==> src/rtl/alu_pkg.sv <==
// Shared constants for the ALU/UART sequencing stage: opcodes, FSM encoding,
// error byte and the opcode legality helper.
package alu_pkg;

    localparam logic [5:0] OP_ADD = 6'h20;
    localparam logic [5:0] OP_SUB = 6'h22;
    localparam logic [5:0] OP_AND = 6'h24;
    localparam logic [5:0] OP_OR  = 6'h25;
    localparam logic [5:0] OP_XOR = 6'h26;
    localparam logic [5:0] OP_NOR = 6'h27;
    localparam logic [5:0] OP_SRL = 6'h02;
    localparam logic [5:0] OP_SRA = 6'h03;

    localparam logic [2:0] S_WAIT_A  = 3'd0;
    localparam logic [2:0] S_WAIT_B  = 3'd1;
    localparam logic [2:0] S_WAIT_OP = 3'd2;
    localparam logic [2:0] S_LOAD    = 3'd3;
    localparam logic [2:0] S_WAIT_TX = 3'd4;

    typedef enum logic [2:0] {
        ST_WAIT_A  = S_WAIT_A,
        ST_WAIT_B  = S_WAIT_B,
        ST_WAIT_OP = S_WAIT_OP,
        ST_LOAD    = S_LOAD,
        ST_WAIT_TX = S_WAIT_TX
    } state_t;

    localparam logic [7:0] ERR_BYTE = 8'hFF;

    function automatic logic op_is_legal(input logic [5:0] op);
        logic ok;
        case (op)
            OP_ADD, OP_SUB, OP_AND, OP_OR,
            OP_XOR, OP_NOR, OP_SRL, OP_SRA: ok = 1'b1;
            default:                        ok = 1'b0;
        endcase
        return ok;
    endfunction

endpackage

==> src/rtl/alu_uart_intf.sv <==
// Collects A, B and opcode bytes from the UART receiver, drives the ALU, and
// hands the result to the transmitter. Optional opcode check: ALU_INTF_OPCHECK_EN.
module alu_uart_intf
    import alu_pkg::*;
#(
    parameter int DBIT   = 8,
    parameter int OPCODE = 6
) (
    input  logic              clk,
    input  logic              reset,
    input  logic [DBIT-1:0]   rx_data,
    input  logic              rx_done_tick,
    input  logic [DBIT-1:0]   alu_result,
    input  logic              tx_done_tick,
    output logic [DBIT-1:0]   A,
    output logic [DBIT-1:0]   B,
    output logic [OPCODE-1:0] OP,
    output logic [DBIT-1:0]   tx_data,
    output logic              tx_start,
`ifdef ALU_INTF_OPCHECK_EN
    output logic              err_op,
`endif
    output logic              busy
);

    state_t state_r;
    state_t state_next_s;
    logic   ld_a_s;
    logic   ld_b_s;
    logic   ld_op_s;
    logic   ld_tx_s;
    logic   tx_ack_s;

    // Next-state and load-enable decode; bytes arriving in LOAD/WAIT_TX are dropped.
    always_comb begin
        state_next_s = state_r;
        ld_a_s       = 1'b0;
        ld_b_s       = 1'b0;
        ld_op_s      = 1'b0;
        ld_tx_s      = 1'b0;
        tx_ack_s     = 1'b0;
        case (state_r)
            ST_WAIT_A: begin
                if (rx_done_tick) begin
                    ld_a_s       = 1'b1;
                    state_next_s = ST_WAIT_B;
                end else begin
                    state_next_s = ST_WAIT_A;
                end
            end
            ST_WAIT_B: begin
                if (rx_done_tick) begin
                    ld_b_s       = 1'b1;
                    state_next_s = ST_WAIT_OP;
                end else begin
                    state_next_s = ST_WAIT_B;
                end
            end
            ST_WAIT_OP: begin
                if (rx_done_tick) begin
                    ld_op_s      = 1'b1;
                    state_next_s = ST_LOAD;
                end else begin
                    state_next_s = ST_WAIT_OP;
                end
            end
            ST_LOAD: begin
                ld_tx_s      = 1'b1;
                state_next_s = ST_WAIT_TX;
            end
            ST_WAIT_TX: begin
                if (tx_done_tick) begin
                    tx_ack_s     = 1'b1;
                    state_next_s = ST_WAIT_A;
                end else begin
                    state_next_s = ST_WAIT_TX;
                end
            end
            default: begin
                state_next_s = ST_WAIT_A;
            end
        endcase
    end

    // State and datapath registers; reset discards any partial operand set.
    always_ff @(posedge clk) begin
        if (reset) begin
            state_r  <= ST_WAIT_A;
            A        <= {DBIT{1'b0}};
            B        <= {DBIT{1'b0}};
            OP       <= {OPCODE{1'b0}};
            tx_data  <= {DBIT{1'b0}};
            tx_start <= 1'b0;
            busy     <= 1'b0;
`ifdef ALU_INTF_OPCHECK_EN
            err_op   <= 1'b0;
`endif
        end else begin
            state_r  <= state_next_s;
            tx_start <= ld_tx_s;
            if (ld_a_s)  A  <= rx_data;
            if (ld_b_s)  B  <= rx_data;
            if (ld_op_s) OP <= rx_data[OPCODE-1:0];
            if (ld_tx_s) begin
                busy <= 1'b1;
`ifdef ALU_INTF_OPCHECK_EN
                tx_data <= op_is_legal(OP) ? alu_result : {DBIT{1'b1}};
                err_op  <= ~op_is_legal(OP);
`else
                tx_data <= alu_result;
`endif
            end else if (tx_ack_s) begin
                busy <= 1'b0;
            end
        end
    end

endmodule

==> config.mk <==
export PLATFORM = sky130hd
export DESIGN_NAME = alu_uart_intf
export DESIGN_NICKNAME = d
export VERILOG_FILES = /design/src/rtl/alu_pkg.sv /design/src/rtl/alu_uart_intf.sv
export SDC_FILE = /design/constraint.sdc
export NUM_CORES = 1
export LEC_CHECK = 0
export CORE_MARGIN = 5
export CORE_UTILIZATION = 48
export DETAILED_ROUTE_END_ITERATION = 7
export PLACE_DENSITY = 0.82
export SLEW_MARGIN = 10
export SYNTH_ARGS = -nofsm -noshare
export SYNTH_HDL_FRONTEND = slang
export SYNTH_SLANG_ARGS = --single-unit
==> constraint.sdc <==
create_clock -name clk -period 1.81 [get_ports clk]
set_input_delay 0.2715 -clock clk [delete_from_list [all_inputs] [get_ports clk]]
set_output_delay 0.2715 -clock clk [all_outputs]
set_load 0.05 [all_outputs]
==> Word-level counts from Yosys, hierarchy flattened <==
Index checks and enable logic that the tools add are counted.
W data, S select, Z words.
{ "op_classes": {"n_eq_ne": 4, "muxes": 14, "reduce_logical": 2} }
{ "op_table": {"columns": ["op", "n"], "rows": [
  ["$pmux W3 S5", 1],
  ["$mux W1", 11],
  ["$eq A3 B2 Y1 const B", 2],
  ["$eq A3 B1 Y1 const B", 1],
  ["$eq A3 B3 Y1 const B", 1],
  ["$logic_not A3 Y1", 1],
  ["$mux W3", 1],
  ["$mux W2", 1],
  ["$reduce_bool A2 Y1", 1]
]} }
{ "totals": {"ff_bits": 35, "input_bits": 20, "out_inout_bits": 32, "wordCells": 27} }

==> Depth between registers and ports, before layout <==
{ "depth": {"ltp_word": 4, "mapped_depth": 4, "depth_no_buf": 2} }

==> Least setup slack after synthesis <==
OpenSTA, ideal clock, no wires.
{ "synth_path": {"path_type": "reg-to-reg", "startpoint": "register state_r[0]", "endpoint": "register A[0]", "setup_time_ps": 120, "t_arrival_ps": 1064, "required_ps": 1690, "path_slack_ps": 627, "stages_incl_launch_ff": 4, "path_buffers": 1, "period_less_slack_ps": 1183, "path_cell_list": "dfxtp_1 -> or4b_1 -> buf_4 -> mux2i_1"} }
{ "synth_between": {"elab_chain_len": 2} }
{ "synth_rtl": {"columns": ["item", "line", "text"], "rows": [
  ["start, declared", "alu_uart_intf.sv:26", "state_t state_r;"],
  ["start signal, assigned", "alu_uart_intf.sv:99", "state_r <= state_next_s;"],
  ["$logic_not A3 Y1", "alu_uart_intf.sv:42", "case (state_r)"],
  ["$mux W1", "alu_uart_intf.sv:42", null],
  ["end signal, assigned", "alu_uart_intf.sv:89", "A <= {DBIT{1'b0}};"],
  ["end signal, assigned", "alu_uart_intf.sv:101", "if (ld_a_s) A <= rx_data;"],
  ["end, declared", "alu_uart_intf.sv:15", "output logic [DBIT-1:0] A,"]
]} }
Every way passes these cells.
A chain may end at the register's enable or synchronous reset.

==> Worst setup path after layout <==
{ "layout_path": {"startpoint": "register A[2]", "endpoint": "output A[2]"} }
No word-level cell between the ends.

==> flow_summary.json <==
{
  "global_route.overflow_total": 0,
  "path_cells": "clkdlybuf4s50_1",
  "power.density_nw_per_um2": 691.9,
  "drv_slew": 0,
  "floorplan.initialDensity": 0.4959,
  "grt_max_degree": 52,
  "synth.net_count": 162,
  "mostFrequentLayoutCell": "nand2b_1",
  "drt_first_iter_violations": 43,
  "core_area_um2": 3028,
  "setup_total_neg_slack_ns": 0,
  "power.leakage_nw": 1.123,
  "place_inst": 228,
  "synth_enable_flop_cells": 0,
  "criticalPathCategory": "reg -> out",
  "final_util": 0.7050,
  "cts-hold-fix-buffers": 0,
  "synth_flop_cell": "dfxtp_1",
  "post-dp-hpwl_um": 2506,
  "post_route_cells_drive_above_1_share": 0.04737,
  "drt.antenna.violating_nets": 0,
  "synth_xor_xnor_area_share": 0,
  "die_width_um": 65.93,
  "insertedDiodeCount": 0,
  "grt_pass1_wl_um": 5437,
  "count_of_cell_types_in_the_netlist": 20,
  "syn_to_final_growth_pct": 42.17,
  "status": "finished, final reports clean",
  "synth_top_family_by_area": "simple AND/OR/NAND/NOR gates",
  "cell_types_with_the_largest_area_share_after_synthesis": "dfxtp_1 47%, mux2i_1 20%, nand2b_1 20%",
  "clock_tree.htree_level_count": 2,
  "synth_fa_ha_area_frac": 0,
  "maxClockFrequency_ghz": 0.5701,
  "final-setup-viol-count": 0,
  "finClkSkew_ns": 0.004034,
  "syn_inst": 142,
  "clock_sinks": 35,
  "synth.top_cell.area_share": 0.4667,
  "max-slew-margin-rel": 0.6486,
  "cp_data_required_time_ns": 1.54,
  "vdd_drop_max_mv": 0.4751,
  "wl_per_cell_um": 14.17,
  "layout_common_cells": "47 x nand2b_1, 35 x dfxtp_1, 32 x clkdlybuf4s50_1",
  "critPathBufInv": 1,
  "ys_ff_latch": 35,
  "worst_pin_slew_ns": 0.5262,
  "period_needed_ns": 1.754,
  "critical_path.endpoint_type": "primary output",
  "number_of_buffers_added_by_the_clock_tree_synthesis_step": 5,
  "final_hold_viol_count": 0,
  "vias_in_the_first_global_route": 1179,
  "global_route.usage.total": 0.1663,
  "gpl.final_weighted_congestion": 0.7418,
  "num_vias": 1113,
  "tritoncts": "yes",
  "drt_drc_violations_left": 0,
  "rsz0062_at_grt": "false",
  "yosys-mux-area-fraction": 0.2000,
  "clock_tree.root_cell": "clkbuf_4",
  "cp_top_family": "buffers and inverters",
  "yosys_warnings": 0,
  "holdCritPathClass": "reg -> reg",
  "postRouteWirelength_um": 3316,
  "cts_repair_resize_count": 0,
  "critPathArrivalTime_ns": 1.48,
  "detail_route.vias_per_cell": 4.756,
  "netlist_area_um2": 1501,
  "die_y_um": 65.93,
  "synth-compound-area-share": 0.02250,
  "cts.repair_timing.setup_buffer_count": 0,
  "critPathMaxStageDelay_ns": 0.82,
  "floorplan.die_area_um2": 4347,
  "detail_route.first_pass.iterations": 2,
  "final_worst_path_period_share": 0.9690,
  "critical_path_peak_fanout": 2,
  "synth_seq_area_share": 0.4667,
  "clk_latency_ns": 0.33,
  "async_reset_ff_frac": 0,
  "largest_area_contributor_in_the_netlist": "dfxtp_1",
  "layout.nets": 211,
  "avgSynthCellArea_um2": 10.57,
  "startpoint_type": "flip-flop",
  "io-pin-count": 52,
  "number_of_cells_in_the_finished_layout_apart_from_fillers": 234,
  "drv_cap": 0,
  "placement_rows": 20,
  "synth_area_in_simple_gates": 0.2708,
  "cts_buffer_depth": 2,
  "io_buffer_count": 51,
  "worst_path_max_delay_cell": "clkdlybuf4s50_1",
  "worst_setup_hold_path_clk_slew_ns": 0.09,
  "grt_antenna_before_repair": 0
}
## cells by family after synthesis
| kind of cell | after synthesis |
|---|---|
| flip-flops | 35 |
| buffers and inverters | 13 |
| AO/OA/AOI/OAI | 5 |
| multiplexers | 30 |
| AND/OR/NAND/NOR | 59 |
## power breakdown
part | leakage [nW] | switching (mW) | internal [mW]
combinational | 0.815 | 0.157 | 0.134
clock | 0.0242 | 0.227 | 0.138
sequential | 0.284 | 0.0219 | 0.798
total | 1.12 | 0.407 | 1.07
## per-stage QoR
| stage | power, mW | area (µm²) | hold slack (ns) | setup slack, ns |
|---|---|---|---|---|
| after floorplan | 1.019 | 1501 | 0.4268 | 0.6266 |
| after global placement | 1.126 | 2046 | 0.4573 | 0.1324 |
| after detailed placement | 1.134 | 2046 | 0.4593 | 0.1066 |
| after CTS | 1.500 | 2087 | 0.4789 | 0.01588 |
| after global routing | 1.555 | 2135 | 0.5010 | 0.001540 |
| final | 1.477 | 2135 | 0.4807 | 0.05607 |
## area by class of cell
| cell class | count | area (µm²) |
|---|---|---|
| Multi-Input combinational cell | 94 | 740.7 |
| Fill cell | 223 | 893.4 |
| Clock buffer | 6 | 41.29 |
| Timing Repair Buffer | 54 | 593.1 |
| Tap cell | 44 | 55.05 |
| Sequential cell | 35 | 700.7 |
| Inverter | 1 | 3.754 |
## flip-flops by register name, indices dropped and copies added (netlist names)
name,flops
B,8
OP,6
tx_start,1
state_r,3
tx_data,8
busy,1
A,8
## path summary, 6_finish.rpt
kind	startpoint	to	slack, ns	cells after the start
setup / recovery	A[2]	A[2]	0.06	1
hold / removal	OP[0]	OP[0]	0.48	2
setup reg to reg	state_r[0]	A[2]	0.34	2
hold reg to reg	OP[0]	OP[0]	0.48	2
## routing by layer
layer | vias to the layer above | track usage | wire length, µm
met5 | - | 0 | 0
met4 | 0 | 0.08122 | 18
met3 | 2 | 0.06633 | 180
met2 | 25 | 0.2778 | 1692
met1 | 517 | 0.1820 | 1425
li1 | 569 | - | -
## cell usage after synthesis, types with 2 or more instances
cell type  instances
nand2b_1          47
dfxtp_1           35
mux2i_1           30
buf_2              6
clkbuf_1           5
a211oi_1           2
a21oi_1            2
nand3b_1           2
or4b_1             2
Power figures use the tool's default switching activity.
